[config.mk]
export PLATFORM = sky130hd
export DESIGN_NAME = memboard_top
export DESIGN_NICKNAME = d
export VERILOG_FILES = /design/src/rtl/memboard_top.sv
export SDC_FILE = /design/constraint.sdc
export NUM_CORES = 1
export LEC_CHECK = 0
export ABC_AREA = 1
export CAP_MARGIN = 10
export CORE_ASPECT_RATIO = 0.5
export CORE_MARGIN = 1
export CORE_UTILIZATION = 57
export CTS_BUF_LIST = sky130_fd_sc_hd__clkbuf_8
export DETAILED_ROUTE_END_ITERATION = 10
export PLACE_DENSITY = 0.87
export SLEW_MARGIN = 15
export SYNTH_ARGS = -nofsm -noshare
export SYNTH_HDL_FRONTEND = slang
export SYNTH_SLANG_ARGS = --single-unit
export TNS_END_PERCENT = 1
[constraint.sdc]
create_clock -name CLK -period 7 [get_ports CLK]
set_input_delay 1.75 -clock CLK [delete_from_list [all_inputs] [get_ports CLK]]
set_output_delay 1.75 -clock CLK [all_outputs]
set_load 0.005 [all_outputs]
[src/rtl/memboard_top.sv]
// Memristor-board user logic: FrontPanel endpoints drive a 24-bit serial bus (DAC + six switch
// banks) and a dual-channel 14-bit ADC readout. The ep_* ports carry the okWireIn/okTriggerIn/okWireOut values.
module memboard_top #(
   parameter int CLK_DIV_SPI  = 4,
   parameter int CLK_DIV_ADC  = 8,
   parameter int ADC_BITS     = 14,
   parameter int BUSY_TIMEOUT = 2000
) (
   input  logic        CLK,
   input  logic        RST,
   output logic        CS_DAC,
   output logic        CS_SW1,
   output logic        CS_SW2,
   output logic        CS_SW3,
   output logic        CS_SW4,
   output logic        CS_SW5,
   output logic        CS_SW6,
   output logic        SPI_SCLK,
   output logic        SPI_DIN,
   output logic        CNVST_ADC,
   output logic        CS_ADC,
   output logic        SCLK_ADC,
   input  logic        BUSY_ADC,
   input  logic        DOUTA_ADC,
   input  logic        DOUTB_ADC,
   output logic [7:0]  LED,
   input  logic [7:0]  hi_in,
   output logic [1:0]  hi_out,
   inout  wire  [15:0] hi_inout,
   input  logic        hi_aa,
   output logic        hi_muxsel,
   inout  wire         i2c_sda,
   inout  wire         i2c_scl,
   input  logic [15:0] ep_wi00_i,
   input  logic [15:0] ep_wi01_i,
   input  logic [15:0] ep_wi02_i,
   input  logic [15:0] ep_ti40_i,
   output logic [15:0] ep_wo20_o,
   output logic [15:0] ep_wo21_o,
   output logic [15:0] ep_wo22_o
);
   localparam int SPI_H = CLK_DIV_SPI / 2;
   localparam int ADC_H = CLK_DIV_ADC / 2;

   // SPI: IDLE wait trigger | LOAD latch CS | SHIFT 24 bits | HOLD CS tail + gap
   // ADC: IDLE | CNV pulse | WAIT_HI/WAIT_LO busy handshake | READ 14 bits | DONE latch
   typedef enum logic [1:0] {S_IDLE, S_LOAD, S_SHIFT, S_HOLD} spi_st_e;
   typedef enum logic [2:0] {A_IDLE, A_CNV, A_WAIT_HI, A_WAIT_LO, A_READ, A_DONE} adc_st_e;

   logic rst_any, rst;
   logic [1:0] rst_sync_q;
   assign rst_any = RST | ep_wi00_i[0];
   assign rst     = rst_sync_q[1];

   always_ff @(posedge CLK or posedge rst_any) begin
      if (rst_any) rst_sync_q <= 2'b11;
      else         rst_sync_q <= {rst_sync_q[0], 1'b0};
   end

   spi_st_e spi_st_q, spi_st_d;
   logic [7:0]  spi_div_q, spi_div_d;
   logic [4:0]  spi_bit_q, spi_bit_d;
   logic [23:0] spi_sr_q, spi_sr_d;
   logic [2:0]  spi_tgt_q, spi_tgt_d;
   logic [6:0]  spi_cs_q, spi_cs_d;
   logic        spi_sclk_q, spi_sclk_d, drop_spi_q, drop_spi_d;

   adc_st_e adc_st_q, adc_st_d;
   logic [7:0]  adc_div_q, adc_div_d;
   logic [4:0]  adc_bit_q, adc_bit_d;
   logic [1:0]  adc_cnt_q, adc_cnt_d, busy_sync_q;
   logic [15:0] tmo_q, tmo_d;
   logic [ADC_BITS-1:0] sra_q, sra_d, srb_q, srb_d, res_a_q, res_a_d, res_b_q, res_b_d;
   logic [7:0]  count_q, count_d;
   logic        cs_adc_q, cs_adc_d, sclk_adc_q, sclk_adc_d, cnvst_q;
   logic        valid_q, valid_d, tmo_flag_q, tmo_flag_d, drop_adc_q, drop_adc_d;

   logic trig_spi, trig_adc, spi_busy, adc_busy, busy_s;
   assign trig_spi = ep_ti40_i[0];
   assign trig_adc = ep_ti40_i[1];
   assign spi_busy = (spi_st_q != S_IDLE);
   assign adc_busy = (adc_st_q != A_IDLE);
   assign busy_s   = busy_sync_q[1];

   always_comb begin
      spi_st_d   = spi_st_q;
      spi_div_d  = spi_div_q;
      spi_bit_d  = spi_bit_q;
      spi_sr_d   = spi_sr_q;
      spi_tgt_d  = spi_tgt_q;
      spi_cs_d   = spi_cs_q;
      spi_sclk_d = spi_sclk_q;
      drop_spi_d = drop_spi_q;
      if (trig_spi && spi_busy) drop_spi_d = 1'b1;
      case (spi_st_q)
         S_IDLE: if (trig_spi) begin
            spi_st_d   = S_LOAD;
            spi_sr_d   = {ep_wi02_i[7:0], ep_wi01_i};
            spi_tgt_d  = ep_wi02_i[10:8];
            drop_spi_d = 1'b0;
         end
         S_LOAD: begin
            spi_st_d   = S_SHIFT;
            spi_cs_d   = ~(7'b1 << spi_tgt_q);   // target 7 shifts out: no CS
            spi_div_d  = 8'(SPI_H - 1);
            spi_bit_d  = 5'd23;
            spi_sclk_d = 1'b0;
         end
         S_SHIFT: begin
            if (spi_div_q == 8'd0) begin
               spi_div_d = 8'(SPI_H - 1);
               if (!spi_sclk_q) begin
                  spi_sclk_d = 1'b1;
               end else begin
                  spi_sclk_d = 1'b0;
                  if (spi_bit_q == 5'd0) begin
                     spi_st_d  = S_HOLD;
                     spi_div_d = 8'(3 * SPI_H - 1);
                  end else begin
                     spi_sr_d  = {spi_sr_q[22:0], 1'b0};
                     spi_bit_d = spi_bit_q - 5'd1;
                  end
               end
            end else begin
               spi_div_d = spi_div_q - 8'd1;
            end
         end
         default: begin
            spi_div_d = spi_div_q - 8'd1;
            if (spi_div_q == 8'(2 * SPI_H)) spi_cs_d = '1;
            if (spi_div_q == 8'd0) begin
               spi_st_d  = S_IDLE;
               spi_div_d = 8'd0;
            end
         end
      endcase
   end

   always_comb begin
      adc_st_d   = adc_st_q;
      adc_div_d  = adc_div_q;
      adc_bit_d  = adc_bit_q;
      adc_cnt_d  = adc_cnt_q;
      tmo_d      = tmo_q;
      sra_d      = sra_q;
      srb_d      = srb_q;
      res_a_d    = res_a_q;
      res_b_d    = res_b_q;
      count_d    = count_q;
      cs_adc_d   = cs_adc_q;
      sclk_adc_d = sclk_adc_q;
      valid_d    = valid_q;
      tmo_flag_d = tmo_flag_q;
      drop_adc_d = drop_adc_q;
      if (trig_adc && adc_busy) drop_adc_d = 1'b1;
      case (adc_st_q)
         A_IDLE: if (trig_adc) begin
            adc_st_d   = A_CNV;
            adc_cnt_d  = 2'd3;
            valid_d    = 1'b0;
            tmo_flag_d = 1'b0;
            drop_adc_d = 1'b0;
         end
         A_CNV: begin
            if (adc_cnt_q == 2'd0) begin
               adc_st_d = A_WAIT_HI;
               tmo_d    = 16'(BUSY_TIMEOUT - 1);
            end else begin
               adc_cnt_d = adc_cnt_q - 2'd1;
            end
         end
         A_WAIT_HI, A_WAIT_LO: begin
            tmo_d = tmo_q - 16'd1;
            if (adc_st_q == A_WAIT_HI && busy_s) begin
               adc_st_d = A_WAIT_LO;
            end else if (adc_st_q == A_WAIT_LO && !busy_s) begin
               adc_st_d  = A_READ;
               cs_adc_d  = 1'b0;
               adc_div_d = 8'(ADC_H - 1);
               adc_bit_d = 5'(ADC_BITS);
            end else if (tmo_q == 16'd0) begin
               adc_st_d   = A_IDLE;
               tmo_flag_d = 1'b1;
               valid_d    = 1'b0;
            end
         end
         A_READ: begin
            if (adc_div_q == 8'd0) begin
               adc_div_d = 8'(ADC_H - 1);
               if (sclk_adc_q) begin
                  if (adc_bit_q == 5'd0) adc_st_d = A_DONE;
                  else                   sclk_adc_d = 1'b0;
               end else begin
                  sclk_adc_d = 1'b1;
                  sra_d      = {sra_q[ADC_BITS-2:0], DOUTA_ADC};
                  srb_d      = {srb_q[ADC_BITS-2:0], DOUTB_ADC};
                  adc_bit_d  = adc_bit_q - 5'd1;
               end
            end else begin
               adc_div_d = adc_div_q - 8'd1;
            end
         end
         default: begin
            adc_st_d = A_IDLE;
            cs_adc_d = 1'b1;
            res_a_d  = sra_q;
            res_b_d  = srb_q;
            valid_d  = 1'b1;
            count_d  = count_q + 8'd1;
         end
      endcase
   end

   always_ff @(posedge CLK or posedge rst) begin
      if (rst) begin
         spi_st_q    <= S_IDLE;
         spi_div_q   <= '0;
         spi_bit_q   <= '0;
         spi_sr_q    <= '0;
         spi_tgt_q   <= '0;
         spi_cs_q    <= '1;
         spi_sclk_q  <= 1'b0;
         drop_spi_q  <= 1'b0;
         adc_st_q    <= A_IDLE;
         adc_div_q   <= '0;
         adc_bit_q   <= '0;
         adc_cnt_q   <= '0;
         busy_sync_q <= '0;
         tmo_q       <= '0;
         sra_q       <= '0;
         srb_q       <= '0;
         res_a_q     <= '0;
         res_b_q     <= '0;
         count_q     <= '0;
         cs_adc_q    <= 1'b1;
         sclk_adc_q  <= 1'b1;
         cnvst_q     <= 1'b1;
         valid_q     <= 1'b0;
         tmo_flag_q  <= 1'b0;
         drop_adc_q  <= 1'b0;
      end else begin
         spi_st_q    <= spi_st_d;
         spi_div_q   <= spi_div_d;
         spi_bit_q   <= spi_bit_d;
         spi_sr_q    <= spi_sr_d;
         spi_tgt_q   <= spi_tgt_d;
         spi_cs_q    <= spi_cs_d;
         spi_sclk_q  <= spi_sclk_d;
         drop_spi_q  <= drop_spi_d;
         adc_st_q    <= adc_st_d;
         adc_div_q   <= adc_div_d;
         adc_bit_q   <= adc_bit_d;
         adc_cnt_q   <= adc_cnt_d;
         busy_sync_q <= {busy_sync_q[0], BUSY_ADC};
         tmo_q       <= tmo_d;
         sra_q       <= sra_d;
         srb_q       <= srb_d;
         res_a_q     <= res_a_d;
         res_b_q     <= res_b_d;
         count_q     <= count_d;
         cs_adc_q    <= cs_adc_d;
         sclk_adc_q  <= sclk_adc_d;
         cnvst_q     <= (adc_st_q != A_CNV);
         valid_q     <= valid_d;
         tmo_flag_q  <= tmo_flag_d;
         drop_adc_q  <= drop_adc_d;
      end
   end

   assign {CS_SW6, CS_SW5, CS_SW4, CS_SW3, CS_SW2, CS_SW1, CS_DAC} = spi_cs_q;
   assign SPI_SCLK  = spi_sclk_q;
   assign SPI_DIN   = spi_sr_q[23] & (spi_st_q == S_SHIFT);
   assign CNVST_ADC = cnvst_q;
   assign CS_ADC    = cs_adc_q;
   assign SCLK_ADC  = sclk_adc_q;
   assign LED       = ~{count_q[5:0], adc_busy, spi_busy};
   assign ep_wo20_o = {count_q, 3'b000, drop_spi_q | drop_adc_q, tmo_flag_q, valid_q, adc_busy, spi_busy};
   assign ep_wo21_o = {{(16 - ADC_BITS){1'b0}}, res_a_q};
   assign ep_wo22_o = {{(16 - ADC_BITS){1'b0}}, res_b_q};

   // Host bus pins belong to okHost; this block only ties off what it owns.
   assign hi_out    = 2'b00;
   assign hi_muxsel = 1'b0;
   assign hi_inout  = 16'bz;
   assign i2c_sda   = 1'bz;
   assign i2c_scl   = 1'bz;

   logic unused_host;
   assign unused_host = ^{hi_in, hi_aa, hi_inout, i2c_sda, i2c_scl,
                          ep_wi00_i[15:1], ep_wi02_i[15:11], ep_ti40_i[15:2]};
endmodule

==> results.yml, run 1 <==
global_routing:
  grt_pass1_wl_mm: 27.1
  use_met1_pct: 29.5
  overflow: 0
  grt_max_degree: 82
  grt_busiest_layer: "met2"
  grt_pass1_vias: 6072
  met3_usage_pct: 5.04
  antenna_found_initial: 0
  grt_use_met2_pct: 42.4
  grt_usage_pct: 24.0
power_and_ir_drop:
  power.leakage_nw: 4.40
  finalPower_mw: 3.83
  p_per_area_nw_per_um2: 422
  ir_drop_v: 0.000228
setup_path:
  reg2reg_to: "tmo_q[7]"
  critPathLaunchType: "register"
  rrSetupSlack_ns: 4.84
  path_max_fanout: 10
  worstPathArrival_ns: 2.00
  end_kind: "output pin"
  reg2reg_depth: 6
  crit-reg2reg-launch: "adc_st_q[1]"
  path_class: "reg -> out"
  worstPathRequired_ns: 5.25
cts:
  h-tree-depth: 4
  cts_setup_buffers: 0
  clockBufferDepth: 2
  cts_resized: 0
  clk_pin_slew_ns: 0.09
  clock_latency_ns: 0.44
  cts_root_buf: "clkbuf_8"
  clock-sinks: 159
  cts_buffers: 17
  cts_hold_buf: 0
  cts_tree: "yes"
place:
  hpwl_mm: 10.8
  place_congestion: 0.907
  io_buffers: 95
  dp.cells: 1200
flow_run:
  cap_violations: 0
yosys:
  synthArstFlopShare_pct: 100
  synth_ff_type: "dfrtp_1"
  yosysUniqueCellTypes: 37
  ys_ff_latch: 159
  synth_area_per_cell_sq_um: 8.07
  netlist.area_leader.share_pct: 47.4
  syn-instance-count: 961
  synth.cell_area_sq_um: 7760
  synth_largest_area_cell: "dfrtp_1"
  yosys_warnings: 0
  synth_area_leaders: "dfrtp_1 47%, nand2_1 12%, o21ai_0 7.4%"
  ys_seq_area_share_pct: 51.5
  synth_edf_count: 0
final_layout:
  drive_gt1_share_pct: 6.69
  diodes: 0
  finalNonFillerCells: 1232
  fillers: 977
  final_cell_mix: "243 x nand2_1, 147 x dfrtp_1, 140 x inv_1, 114 x o21ai_0, 95 x clkdlybuf4s50_1"
  area_growth_syn_to_layout_pct: 17.1
  fin_nets: 1139
  mostFrequentLayoutCell: "nand2_1"
route:
  ant_nets: 0
  routed_wl_mm: 15.7
  drc: 0
  dr.pass1.iters: 5
  vias: 6294
  drt_iter0_markers: 480
  route.detailed.wl_per_inst_um: 12.7
  viasPerCell: 5.11
floorplanning:
  start_util_pct: 59.9
  io_pins: 167
  std_cell_rows: 29
  die_x_um: 167
  die_area_sq_um: 14100
  core_area_sq_um: 13000
  die_height_um: 84.5
sta:
  skew_ns: 0.0163
  post-route-min-period_ns: 3.75
  setup_viol: 0
  report.final.slew_viol_count: 0
  finalCritPeriodShare_pct: 53.5
  max_freq_mhz: 267
  grt_setup_unrepaired: "false"
  slew-limit-headroom_pct: 29.3
  fin_tns_setup_ns: 0
  max_slew.worst_pin.slew_ns: 1.06
  hold_viol: 0
hold_path:
  hold_depth: 0
  min_path_type: "reg -> reg"
  min-delay-start: "busy_sync_q[0]"
  holdPathEnd: "busy_sync_q[1]"
status:
  status: "completed"
[routing by layer]
layer | share of wire [%] | up-vias | wire (um)
li1 | - | 3124 | -
met1 | 43 | 2976 | 6790
met2 | 51 | 173 | 8070
met3 | 4.0 | 21 | 622
met4 | 1.4 | 0 | 215
met5 | 0 | - | 0
[layout make-up]
| class | instances | area [sq um] | share of cell area [%] |
|---|---|---|---|
| Inverter | 147 | 561 | 6.17 |
| Sequential cell | 159 | 3990 | 44.0 |
| Multi-Input combinational cell | 625 | 2940 | 32.3 |
| Clock inverter | 13 | 140 | 1.54 |
| Timing Repair Buffer | 99 | 981 | 10.8 |
| Tap cell | 170 | 213 | 2.34 |
| Clock buffer | 19 | 262 | 2.88 |
[through the flow]
stage / hold slack [ns] / area [sq um] / utilization (%) / setup WS (ns)
after floorplan: 0.331 / 7870 / - / 2.45
after global placement: 0.337 / 8680 / 67.0 / 3.76
after detailed placement: 0.350 / 8680 / 67.0 / 3.72
after CTS: 0.358 / 9090 / 70.1 / 3.23
after global routing: 0.363 / 9090 / 70.1 / 3.11
final: 0.355 / 9090 / 70.1 / 3.25
[logic make-up (layout without fill, tap and decap cells)]
logic type | after synthesis | in the layout | synth area share, %
simple gates | 396 | 396 | 21.1
compound gates | 170 | 170 | 11.4
buf+inv | 205 | 278 | 12.0
other cells | 1 | 29 | 0.0483
fa+ha+maj | 12 | 12 | 1.93
flops | 159 | 159 | 51.5
xor+xnor | 18 | 18 | 2.03
[report_power, final]
group	total, mW	switching (mW)	internal, mW
Sequential	1.49	0.216	1.28
Clock	0.679	0.343	0.336
Combinational	1.66	0.972	0.691
[sequential cells by signal, summed over array words and instances (netlist names), 5 cells and up, named ones only]
name and count:
adc_bit_q 5, spi_bit_q 5, sra_q 14, spi_sr_q 24, res_a_q 14, srb_q 14
count_q 8, spi_cs_q 7, spi_div_q 8, tmo_q 16, adc_div_q 8, res_b_q 14
[critical path, cell delays in order, from the launching register on]
cell,delay (ns)
dfrtp_1,0.42
inv_1,0.09
ha_1,0.39
nand2_1,0.09
inv_1,0.07
clkdlybuf4s50_1,0.50
[how the worst max path moves through the flow]
| stage | startpoint | endpoint | slack, ns |
|---|---|---|---|
| 2_1_floorplan | rst_sync_q[1] | SPI_SCLK | 2.45 |
| 3_3_place_gp | spi_st_q[0] | SPI_DIN | 3.76 |
| 3_5_place_dp | spi_st_q[0] | SPI_DIN | 3.72 |
| 4_1_cts | spi_st_q[0] | SPI_DIN | 3.23 |
| 5_1_grt | spi_st_q[0] | SPI_DIN | 3.11 |
| 6_report | spi_st_q[0] | SPI_DIN | 3.25 |
[Yosys cell counts, drive strengths merged, types with 4 or more instances]
cell and number:
nand2 245, o21ai 153, dfrtp 147, inv 146, nor2 88, buf 45, nand3 38, xor2 14
clkbuf 13, dfstp 12, ha 12, nand4 12, a21oi 11, nor3 10, xnor2 4
Power figures use the tool's default switching activity.
==> inputs of run 2 (changes only) <==
--- a/config.mk
+++ b/config.mk
@@ -9,10 +9,10 @@
 export CAP_MARGIN = 10
 export CORE_ASPECT_RATIO = 0.5
 export CORE_MARGIN = 1
-export CORE_UTILIZATION = 57
+export CORE_UTILIZATION = 48
 export CTS_BUF_LIST = sky130_fd_sc_hd__clkbuf_8
 export DETAILED_ROUTE_END_ITERATION = 10
-export PLACE_DENSITY = 0.87
+export PLACE_DENSITY = 0.78
 export SLEW_MARGIN = 15
 export SYNTH_ARGS = -nofsm -noshare
 export SYNTH_HDL_FRONTEND = slang
==> constraint.sdc (replaced) <==
create_clock -name CLK -period 3.3 [get_ports CLK]
set_input_delay 0.825 -clock CLK [delete_from_list [all_inputs] [get_ports CLK]]
set_output_delay 0.825 -clock CLK [all_outputs]
set_load 0.005 [all_outputs]
==> run 2 against run 1 <==
Compared with the run above: via count shrank 2.8%; combinational power grew 110%; final cell count grew 2.8%; sequential share of layout area shrank 0.20 points; flip-flop and latch count is the same; cell area grew 0.47%; core utilization shrank 12 points; sequential power grew 110%; first-iteration DRC count shrank 3.5%; die area grew 18%; critical path type unchanged; critical endpoint is now LED[1]; largest power group unchanged.
==> results.yml, run 2 (same netlist as run 1, synthesis figures left out) <==
setup_path:
  cp_slowest_cell: "clkdlybuf4s50_1"
  path_class: "reg -> out"
  worstPathArrival_ns: 1.99
  end_kind: "output pin"
  cpLargestDelayFamily: "buffers and inverters"
  crit-reg2reg-launch: "adc_st_q[1]"
  worstPathRequired_ns: 2.47
  critPathBufInv: 2
  path_max_fanout: 7
  slowest_delay_ns: 0.60
  rrSetupSlack_ns: 1.22
  cp_cell_sequence: "inv_1, nand2_1, nor2_1, clkdlybuf4s50_1"
  crit_path_start: "adc_st_q[1]"
  critPathLaunchType: "register"
route:
  route.detailed.wl_per_inst_um: 11.6
  dr.pass1.iters: 5
  drt_iter0_markers: 463
  ant_nets: 0
  drc: 0
  viasPerCell: 4.83
  routed_wl_mm: 14.8
  vias: 6120
final_layout:
  top_register: "spi_sr_q"
  final_cell_mix: "243 x nand2_1, 147 x dfrtp_1, 140 x inv_1, 114 x o21ai_0, 95 x clkdlybuf4s50_1"
  finalNonFillerCells: 1267
  largest_register_ffs: 24
  fin_nets: 1140
  seq_area_sq_um: 3990
  top_regs: "spi_sr_q (24), tmo_q (16)"
  drive_gt1_share_pct: 6.77
  fillers: 1386
  multiInputGateArea_sq_um: 2940
  mostFrequentLayoutCell: "nand2_1"
  area_growth_syn_to_layout_pct: 17.6
  diodes: 0
status:
  status: "completed"
place:
  io_buffers: 95
  dp_slack_ns: 0.938
  place_congestion: 0.903
  hpwl_mm: 10.4
  dp.cells: 1235
sta:
  fin_tns_setup_ns: 0
  hold_viol: 0
  grt_setup_unrepaired: "false"
  timing.final.ws_setup_ns: 0.489
  skew_ns: 0.0196
  finalCritPeriodShare_pct: 85.2
  slew-limit-headroom_pct: 31.3
  setup_viol: 0
  report.final.slew_viol_count: 0
  max_slew.worst_pin.slew_ns: 1.03
  max_freq_mhz: 356
  post-route-min-period_ns: 2.81
  hold_ws_ns: 0.230
global_routing:
  overflow: 0
  grt_pass1_vias: 5967
  antenna_found_initial: 0
  grt_usage_pct: 19.5
  grt_pass1_wl_mm: 26.3
  grt_max_degree: 86
cts:
  cts_root_buf: "clkbuf_8"
  clockBufferDepth: 2
  cts_hold_buf: 0
  cts_tree: "yes"
  cts_buffers: 17
  clock-sinks: 159
  clock_latency_ns: 0.46
  clk_pin_slew_ns: 0.10
  cts_resized: 0
  cts_setup_buffers: 0
  h-tree-depth: 4
power_and_ir_drop:
  finalPower_mw: 8.00
  ir_drop_v: 0.000375
  power.leakage_nw: 4.39
  p_per_area_nw_per_um2: 877
floorplanning:
  die_height_um: 91.9
  core_area_sq_um: 15600
  die_area_sq_um: 16700
  std_cell_rows: 32
  die_x_um: 182
  start_util_pct: 49.7
  io_pins: 167
flow_run:
  cap_violations: 0
hold_path:
  min_path_type: "reg -> async"
[run 2: final timing paths]
kind,cells after the start,endpoint
setup reg to reg,6,tmo_q[7]
hold reg to reg,1,spi_sr_q[11]
max in group asynchronous,2,tmo_q[4]
hold / removal,1,spi_sr_q[11]
min in group CLK,0,busy_sync_q[1]
setup / recovery,4,LED[1]
[run 2: cell type report]
class / instances / share of cell area, %
sequential: 159 / 43.7
multi-input combinational: 625 / 32.2
tap: 204 / 2.80
timing repair buffer: 100 / 11.0
clock buffer: 18 / 2.71
clock inverter: 14 / 1.48
inverter: 147 / 6.13
[run 2: stage by stage]
| step | util (%) | instance area (sq um) |
|---|---|---|
| 2_1_floorplan | - | 7870 |
| 3_3_place_gp | 56.0 | 8750 |
| 3_5_place_dp | 56.0 | 8750 |
| 4_1_cts | 58.5 | 9130 |
| 5_1_grt | 58.5 | 9130 |
| 6_report | 58.5 | 9130 |
[run 2: where the power goes]
group | leakage [nW] | internal [mW] | switching (mW)
clock network | 0.182 | 0.629 | 0.765
logic | 2.21 | 1.46 | 1.99
registers | 2.00 | 2.71 | 0.448
[run 2: routing by layer]
metal | global-route usage (%) | part of all wire [%]
met2 | 33.8 | 49
met5 | 0 | 0
met3 | 3.93 | 3.5
met4 | 7.06 | 1.4
met1 | 24.2 | 46
==> inputs of run 3 (changes only) <==
--- a/config.mk
+++ b/config.mk
@@ -7,12 +7,15 @@
 export LEC_CHECK = 0
 export ABC_AREA = 1
 export CAP_MARGIN = 10
+export CELL_PAD_IN_SITES_DETAIL_PLACEMENT = 2
+export CELL_PAD_IN_SITES_GLOBAL_PLACEMENT = 2
 export CORE_ASPECT_RATIO = 0.5
-export CORE_MARGIN = 1
-export CORE_UTILIZATION = 48
+export CORE_MARGIN = 2
+export CORE_UTILIZATION = 27
 export CTS_BUF_LIST = sky130_fd_sc_hd__clkbuf_8
+export CTS_CLUSTER_DIAMETER = 200
 export DETAILED_ROUTE_END_ITERATION = 10
-export PLACE_DENSITY = 0.78
+export PLACE_DENSITY = 0.76
 export SLEW_MARGIN = 15
 export SYNTH_ARGS = -nofsm -noshare
 export SYNTH_HDL_FRONTEND = slang
==> run 3 against run 2 <==
Compared with the run above: global-route usage is 5.3 points lower; combinational power is 7.0% higher; maximum frequency is 1.5% higher; register-to-register slack better by 0.05 ns; critical endpoint is now ep_wo20_o[0]; sequential share of layout area is 1.5 points lower; largest power group unchanged.
==> results.yml, run 3 (same netlist as run 1, synthesis figures left out) <==
cts:
  cts_setup_buffers: 0
  cts_resized: 0
  cts_root_buf: "clkbuf_8"
  cts_hold_buf: 0
  clock_latency_ns: 0.47
  clock-sinks: 159
  cts_tree: "yes"
  clk_pin_slew_ns: 0.10
  clockBufferDepth: 2
  cts_buffers: 17
  h-tree-depth: 4
setup_path:
  path_class: "reg -> out"
  cpLargestDelayFamily: "buffers and inverters"
  worstPathArrival_ns: 1.94
  reg2reg_to: "spi_sr_q[7]"
  cp_cell_sequence: "inv_1, ha_1, inv_2, clkdlybuf4s50_1"
  end_kind: "output pin"
  rrSetupSlack_ns: 1.27
  crit-reg2reg-launch: "spi_st_q[0]"
  critPathLaunchType: "register"
  reg2reg_depth: 9
  worstPathRequired_ns: 2.47
  slowest_delay_ns: 0.53
  cp_slowest_cell: "clkdlybuf4s50_1"
  crit_path_start: "spi_st_q[0]"
  path_max_fanout: 8
  critPathBufInv: 3
final_layout:
  final_cell_mix: "243 x nand2_1, 147 x dfrtp_1, 139 x inv_1, 114 x o21ai_0, 95 x clkdlybuf4s50_1"
  post-route-cell-area_sq_um: 9450
  largest_register_ffs: 24
  finalNonFillerCells: 1449
  mostFrequentLayoutCell: "nand2_1"
  top_register: "spi_sr_q"
  diodes: 0
  top_regs: "spi_sr_q (24), tmo_q (16)"
  area_growth_syn_to_layout_pct: 21.7
  fin_nets: 1144
  drive_gt1_share_pct: 7.22
global_routing:
  grt_usage_pct: 14.2
  grt_pass1_vias: 7021
  grt_pass1_wl_mm: 34.7
  antenna_found_initial: 0
  overflow: 0
  grt_max_degree: 78
sta:
  setup_viol: 0
  max_slew.worst_pin.slew_ns: 0.890
  skew_ns: 0.0136
  post-route-min-period_ns: 2.77
  grt_setup_unrepaired: "false"
  fin_tns_setup_ns: 0
  max_freq_mhz: 361
  finalCritPeriodShare_pct: 83.9
  hold_viol: 0
  hold_ws_ns: 0.363
  report.final.slew_viol_count: 0
  slew-limit-headroom_pct: 40.6
floorplanning:
  core_area_sq_um: 28000
  die_area_sq_um: 30200
  start_util_pct: 27.7
  die_x_um: 244
  io_pins: 167
  std_cell_rows: 43
  die_height_um: 124
power_and_ir_drop:
  switching_share_pct: 41.0
  power.leakage_nw: 4.44
  p_per_area_nw_per_um2: 896
  cellInternalPower_mw: 4.99
  ir_drop_v: 0.000238
  clockPowerShare_pct: 18.9
  p_sw_mw: 3.47
  p_comb_share_pct: 43.6
  pwr-share-seq_pct: 37.5
route:
  drt_iter0_markers: 292
  viasPerCell: 4.43
  dr.pass1.iters: 4
  drc: 0
  ant_nets: 0
  routed_wl_mm: 20.4
  vias: 6416
  route.detailed.wl_per_inst_um: 14.1
place:
  post_dp_cell_area_sq_um: 9020
  hpwl_mm: 14.6
  dp.cells: 1417
  io_buffers: 95
  place_congestion: 0.805
status:
  status: "completed"
hold_path:
  holdPathEnd: "busy_sync_q[1]"
  min_path_type: "reg -> reg"
  hold_depth: 0
  min-delay-start: "busy_sync_q[0]"
flow_run:
  cap_violations: 0
[run 3: changes by cell type in the layout (fill, tap and decap cells not counted), sizes merged]
cell,delta
inv,-1
buf,+4
clkinv,+2
clkinvlp,-3
bufinv,+2
[run 3: layer usage]
layer  GRT usage (%)  wire [um]  vias to the layer above
li1                -          -                     3115
met1            16.5       9050                     3229
met2            26.8      10700                       55
met3            2.67        405                       17
met4            3.96        290                        0
met5               0          0                        -
[run 3: through the flow]
stage | power, mW | util (%) | worst slack [ns]
after global placement | 6.72 | 32.2 | 0.887
after CTS | 8.65 | 33.8 | 0.478
final | 8.46 | 33.8 | 0.531
after detailed placement | 6.99 | 32.2 | 0.843
after global routing | 9.27 | 33.8 | 0.379
after floorplan | 5.46 | - | 0.949
[run 3: layout make-up]
class                   instances  area (sq um)
clock buffers                  18           248
clock inverters                14           180
fillers                      3257         18500
inverters                     147           559
multi-input cells             625          2940
flip-flops and latches        159          3990
well taps                     382           478
repair buffers                104          1040
[run 3: worst max path at each step]
stage	end	slack, ns	cells after the start
floorplan	SPI_SCLK	0.95	1
global placement	spi_sr_q[10]	0.89	7
detailed placement	spi_sr_q[1]	0.84	7
CTS	ep_wo20_o[0]	0.48	4
global route	ep_wo20_o[1]	0.38	5
finish	ep_wo20_o[0]	0.53	4
[run 3: power by group through the flow]
stage	Combinational, mW	Clock [mW]	Sequential (mW)
after floorplan	2.34	0	3.12
after CTS	3.79	1.67	3.19
after global routing	4.25	1.74	3.28
final	3.69	1.60	3.17
after global placement	3.54	0	3.18
after detailed placement	3.76	0	3.23
